## config.mk

```make
export PLATFORM = sky130hd
export DESIGN_NAME = platform_field
export DESIGN_NICKNAME = d
export VERILOG_FILES = /design/src/rtl/platform_field.sv
export SDC_FILE = /design/constraint.sdc
export NUM_CORES = 2
export LEC_CHECK = 0
export BUFFER_PORTS_ARGS = -buffer_cell sky130_fd_sc_hd__buf_2
export CAP_MARGIN = 10
export CORE_MARGIN = 5
export CORE_UTILIZATION = 48
export CTS_CLUSTER_SIZE = 28
export DETAILED_ROUTE_END_ITERATION = 12
export GPL_ROUTABILITY_DRIVEN = 0
export PLACE_DENSITY_LB_ADDON = 0.1
export SETUP_SLACK_MARGIN = 0.02
export SLEW_MARGIN = 20
export SYNTH_ARGS = -nofsm -noshare
export SYNTH_HDL_FRONTEND = slang
export SYNTH_SLANG_ARGS = --single-unit
```

## constraint.sdc

```tcl
create_clock -name Clk -period 23.4 [get_ports Clk]
set_input_delay 7.02 -clock Clk [delete_from_list [all_inputs] [get_ports Clk]]
set_output_delay 7.02 -clock Clk [all_outputs]
set_load 0.02 [all_outputs]
```

## src/rtl/platform_field.sv

```systemverilog
// rtl/platform_field.sv - playfield platform store with LFSR respawn, frame scroll and per-pixel hit test
// Optional macro PLAT_MOTION_EN adds horizontal drift on odd-index platforms.
module platform_field #(
    parameter int          NUM_PLAT    = 16,
    parameter int          PLAT_HALF_W = 16,
    parameter int          PLAT_HALF_H = 4,
    parameter int          SCREEN_W    = 640,
    parameter int          SCREEN_H    = 480,
    parameter logic [15:0] LFSR_SEED   = 16'hACE1
) (
    input  logic       Clk,
    input  logic       Reset,
    input  logic       frame_clk,
    input  logic [9:0] scroll_amt,
    input  logic       scroll_valid,
    output logic       scroll_ready,
    input  logic [9:0] DrawX,
    input  logic [9:0] DrawY,
    output logic       plat_on,
    output logic [4:0] plat_idx,
    output logic       busy
);
    localparam int IW    = (NUM_PLAT > 1) ? $clog2(NUM_PLAT) : 1;
    localparam int RANGE = SCREEN_W - 2 * PLAT_HALF_W;
    localparam logic [IW-1:0]     LAST = IW'(NUM_PLAT - 1);
    localparam logic signed [11:0] HW  = 12'(PLAT_HALF_W);
    localparam logic signed [11:0] HH  = 12'(PLAT_HALF_H);

    typedef enum logic [1:0] {S_INIT, S_IDLE, S_UPDATE} state_t;

    state_t        state;
    logic [15:0]   lfsr;
    logic [15:0]   lfsr_next;
    logic [9:0]    px [NUM_PLAT];
    logic [9:0]    py [NUM_PLAT];
    logic [9:0]    pending;
    logic [IW-1:0] idx;
    logic          frame_q;
    logic          frame_rise;
    logic [9:0]    rnd_r;
    logic [9:0]    rand_x;
    logic [10:0]   t_sum;
    logic [9:0]    clamp_amt;
    logic          hit_any;
    logic [4:0]    hit_idx;
    logic signed [11:0] dx, dy, xs, ys;

`ifdef PLAT_MOTION_EN
    localparam int DW = (IW > 1) ? IW - 1 : 1;
    localparam logic [9:0] XMIN = 10'(PLAT_HALF_W);
    localparam logic [9:0] XMAX = 10'(SCREEN_W - 1 - PLAT_HALF_W);
    logic          dir [(NUM_PLAT + 1) / 2];
    logic [DW-1:0] didx;
    logic          mv_dir;
    logic [9:0]    mv_x;

    // Direction flips at a wall and the same cycle's step already goes the new way.
    always_comb begin
        didx   = DW'(idx >> 1);
        mv_dir = dir[didx];
        if ((!dir[didx] && px[idx] == XMAX) || (dir[didx] && px[idx] == XMIN))
            mv_dir = ~dir[didx];
        mv_x = mv_dir ? px[idx] - 10'd1 : px[idx] + 10'd1;
    end
`endif

    always_comb begin
        lfsr_next  = {1'b0, lfsr[15:1]} ^ (lfsr[0] ? 16'hB400 : 16'h0000);
        frame_rise = frame_clk && !frame_q;
        rnd_r      = lfsr[9:0];
        if (rnd_r >= 10'(RANGE))
            rnd_r = rnd_r - 10'(RANGE);
        rand_x    = 10'(PLAT_HALF_W) + rnd_r;
        t_sum     = {1'b0, py[idx]} + {1'b0, pending};
        clamp_amt = (scroll_amt > 10'(SCREEN_H - 1)) ? 10'(SCREEN_H - 1) : scroll_amt;
    end

    always_ff @(posedge Clk or posedge Reset) begin
        if (Reset) begin
            state        <= S_INIT;
            idx          <= '0;
            lfsr         <= LFSR_SEED;
            pending      <= '0;
            frame_q      <= 1'b0;
            busy         <= 1'b1;
            scroll_ready <= 1'b0;
            for (int k = 0; k < NUM_PLAT; k++) begin
                px[k] <= '0;
                py[k] <= 10'(k * (SCREEN_H / NUM_PLAT));
            end
`ifdef PLAT_MOTION_EN
            for (int k = 0; k < (NUM_PLAT + 1) / 2; k++)
                dir[k] <= 1'b0;
`endif
        end else begin
            lfsr    <= lfsr_next;
            frame_q <= frame_clk;
            case (state)
                S_INIT: begin
                    px[idx] <= rand_x;
                    if (idx == LAST) begin
                        state        <= S_IDLE;
                        idx          <= '0;
                        busy         <= 1'b0;
                        scroll_ready <= 1'b1;
                    end else begin
                        idx <= idx + 1'b1;
                    end
                end
                S_IDLE: begin
                    if (scroll_valid && scroll_ready)
                        pending <= clamp_amt;
                    if (frame_rise) begin
                        state        <= S_UPDATE;
                        idx          <= '0;
                        busy         <= 1'b1;
                        scroll_ready <= 1'b0;
                    end
                end
                S_UPDATE: begin
                    if (t_sum >= 11'(SCREEN_H)) begin
                        py[idx] <= 10'(t_sum - 11'(SCREEN_H));
                        px[idx] <= rand_x;
`ifdef PLAT_MOTION_EN
                        if (idx[0])
                            dir[didx] <= 1'b0;
`endif
                    end else begin
                        py[idx] <= t_sum[9:0];
`ifdef PLAT_MOTION_EN
                        if (idx[0]) begin
                            dir[didx] <= mv_dir;
                            px[idx]   <= mv_x;
                        end
`endif
                    end
                    if (idx == LAST) begin
                        pending      <= '0;
                        state        <= S_IDLE;
                        idx          <= '0;
                        busy         <= 1'b0;
                        scroll_ready <= 1'b1;
                    end else begin
                        idx <= idx + 1'b1;
                    end
                end
                default: state <= S_INIT;
            endcase
        end
    end

    // Scan from the top index down so the lowest hitting index is the one kept.
    always_comb begin
        hit_any = 1'b0;
        hit_idx = '0;
        dx      = $signed({2'b00, DrawX});
        dy      = $signed({2'b00, DrawY});
        xs      = '0;
        ys      = '0;
        for (int k = NUM_PLAT - 1; k >= 0; k--) begin
            xs = $signed({2'b00, px[k]});
            ys = $signed({2'b00, py[k]});
            if (dx >= xs - HW && dx <= xs + HW && dy >= ys - HH && dy <= ys + HH) begin
                hit_any = 1'b1;
                hit_idx = 5'(k);
            end
        end
    end

    always_ff @(posedge Clk or posedge Reset) begin
        if (Reset) begin
            plat_on  <= 1'b0;
            plat_idx <= '0;
        end else begin
            plat_on  <= hit_any && (state != S_INIT);
            plat_idx <= hit_idx;
        end
    end
endmodule
```

==> flow_summary.toml <==
[placement]
placed_cells = 4601
port_buffers = 40
dp_hpwl_um = 74100

[global_routing]
antenna_found_initial = 7
grt_use_total_pct = 27.1
grt_pass1_vias = 27000
grt_overflow = 0
top_usage_layer = "met2"
grt_pass1_wl_um = 165000
use_met2_pct = 43.7
grt_max_degree = 144
grtUsageMet3_pct = 3.27
met1_usage_pct = 38.1

[worst_setup_path]
start_kind = "input port"
r2r-start = "idx[0]"
startpoint = "DrawY[8]"
r2r_end = "py[136]"
critical_path_arrival_ns = 10.49
crit_type = "input port to flop"
required_ns = 23.89
ff2ff_path_depth = 14
slowest_delay_ns = 0.51
slowest_stage = "buf_4"
cp_max_fo = 24
cp-endpoint = "plat_idx[0]"
r2r_slack_ns = 17.31
cp_cell_sequence = "buf_2 -> buf_4 -> ha_1 -> a21o_1 -> a211oi_1 -> o21ai_0 -> o211ai_1 -> nand4_1 -> o22ai_1 -> a211oi_1 -> o32ai_1"
cp_common_cell = "a211oi_1"
cp-end-kind = "flop"

[clocking]
cts_sinks = 360
cts_tree = "done"
holdBufCountCts = 0
cts-root-buf = "clkbuf_16"
clkTransAtPathRegs_ns = 0.06
clockBufferDepth = 3
clk_latency_ns = 0.61
postCtsSetupRepairBufs = 0
cts.repair.resized = 0
cts_max_level = 2
cts_buffers = 48

[floorplan]
fp.coreArea_um2 = 71200
num_io_pins = 42
dieArea_um2 = 77100
start_util_pct = 48.3
die_h_um = 278
die_w_um = 278
num_rows = 98

[logic_synthesis]
synth_nets = 4386
synth-edff-count = 0
async_reset_ff_share_pct = 100
synth_seq_cells = 360
avgSynthCellArea_um2 = 9.15
synth_ff_type = "dfrtp_1"
ys_seq_area_share_pct = 26.5
synthesis.area_um2 = 34400
synth_cells = 3758
yosysWarningCount = 0
synthDistinctLibCells = 90

[status]
outcome = "finished, final reports clean"

[layout]
final_layout_size_suffix_gt1_share_pct = 11.0
fin_nets = 4329
stdcell_count = 4690
area_growth_pct = 7.66
utilization_pct = 51.9

[sta]
setup_viol = 0
fin_crit_sh_pct = 42.7
finalMaxSlewViolations = 0
fin_setup_tns_ns = 0
clock_skew_ns = 0.0328
hold_viol = 0
fmax_mhz = 100
maxSlewHeadroom_pct = 23.2
rsz0062_at_grt = "no"
period_minus_slack_ns = 10.0
worst_pin_slew_ns = 1.14

[job]
maxCapViolCount = 0

[min_path]
min_from = "lfsr[12]"
min_path_type = "flop to flop"

[drt]
wl_per_cell_um = 22.7
drt_iter0_drc = 2120
avgViaCountPerCell = 6.01
drc = 0
final_antenna_net_count = 0
finalWirelength_um = 106000
vias = 28200
dr.pass1.iters = 5

[power]
powerDensity_nw_per_um2 = 132
ir_drop_mv = 0.156
leakage_nw = 16.4
==> synth_stat cells, types with 69 or more instances <==
library cell | n | area (um2)
nor3_1 | 110 | 551
a21oi_1 | 127 | 636
o21ai_0 | 210 | 1050
nand3_1 | 196 | 981
xor2_1 | 126 | 1100
nand2_1 | 327 | 1230
ha_1 | 593 | 7420
xnor2_1 | 207 | 1810
dfrtp_1 | 291 | 7280
nor2_1 | 163 | 612
clkbuf_1 | 154 | 578
inv_1 | 231 | 867
dfstp_2 | 69 | 1810
==> logic make-up (layout without fill, tap and decap cells) <==
| group | count (synthesis) | in the layout | synth area share (%) |
|---|---|---|---|
| xor+xnor | 335 | 335 | 8.58 |
| other cells | 1 | 2 | 0.0109 |
| flops | 360 | 360 | 26.5 |
| compound gates | 811 | 811 | 16.1 |
| mux | 166 | 166 | 7.28 |
| simple gates | 1076 | 1076 | 15.2 |
| fa+ha+maj | 594 | 594 | 21.6 |
| buf+inv | 415 | 396 | 4.72 |
==> metrics by stage <==
step | setup slack [ns] | power (mW) | area, um2 | hold slack, ns
after floorplan | 6.50 | 3.06 | 34400 | 0.333
after global placement | 12.92 | 4.05 | 35400 | 0.335
after detailed placement | 12.89 | 4.07 | 35400 | 0.339
after CTS | 13.48 | 4.86 | 37000 | 0.352
after global routing | 13.23 | 5.26 | 37000 | 0.371
final | 13.40 | 4.88 | 37000 | 0.352
==> routing by layer <==
metal	share of wire, %	routed length, um	up-vias
met1	46	49400	13700
met2	45	47900	682
li1	-	-	13600
met4	3.6	3820	4
met3	4.9	5160	181
met5	0.020	21	-
==> power breakdown <==
part	leakage [nW]	internal, mW	switching (mW)	total (mW)
combinational	11.0	1.18	1.81	3.00
sequential	4.58	0.797	0.314	1.11
clock	0.793	0.456	0.313	0.769
total	16.4	2.44	2.44	4.88
==> placed cells by master, fill, tap and decap left out, drive strengths merged, types with 43 or more instances in the layout <==
| master | synthesis | final |
|---|---|---|
| a21o | 65 | 65 |
| a21oi | 128 | 128 |
| a31oi | 45 | 45 |
| and3 | 43 | 43 |
| buf | 30 | 77 |
| clkbuf | 154 | 68 |
| dfrtp | 291 | 291 |
| dfstp | 69 | 69 |
| ha | 593 | 593 |
| inv | 231 | 232 |
| mux2 | 99 | 99 |
| mux4 | 50 | 50 |
| nand2 | 327 | 327 |
| nand3 | 196 | 196 |
| nand4 | 51 | 51 |
| nor2 | 163 | 163 |
| nor2b | 45 | 45 |
| nor3 | 111 | 111 |
| o21ai | 219 | 219 |
| xnor2 | 208 | 208 |
| xor2 | 127 | 127 |
==> critical path: cells and delay by family <==
kind                       cells  cell delay [ns]
AOI/OAI and AO/OA              7             2.07
adders and majority gates      1             0.35
buffers and inverters          2             0.79
and+or+nand+nor                1             0.19
==> area by class of cell <==
| cell class | count | area [um2] |
|---|---|---|
| Fill cell | 6671 | 34200 |
| Clock inverter | 20 | 226 |
| Tap cell | 950 | 1190 |
| Antenna cell | 1 | 2.50 |
| Sequential cell | 360 | 9100 |
| Multi-Input combinational cell | 2983 | 23700 |
| Inverter | 231 | 875 |
| Timing Repair Buffer | 77 | 498 |
| Clock buffer | 68 | 1390 |
==> worst min path at each step <==
stage / endpoint / slack, ns / cells after the start
5_1_grt: lfsr[11] / 0.37 / 0
2_1_floorplan: lfsr[11] / 0.33 / 0
3_5_place_dp: lfsr[11] / 0.34 / 0
3_3_place_gp: lfsr[11] / 0.34 / 0
4_1_cts: lfsr[11] / 0.35 / 0
6_report: lfsr[11] / 0.35 / 0
Power figures use the tool's default switching activity.
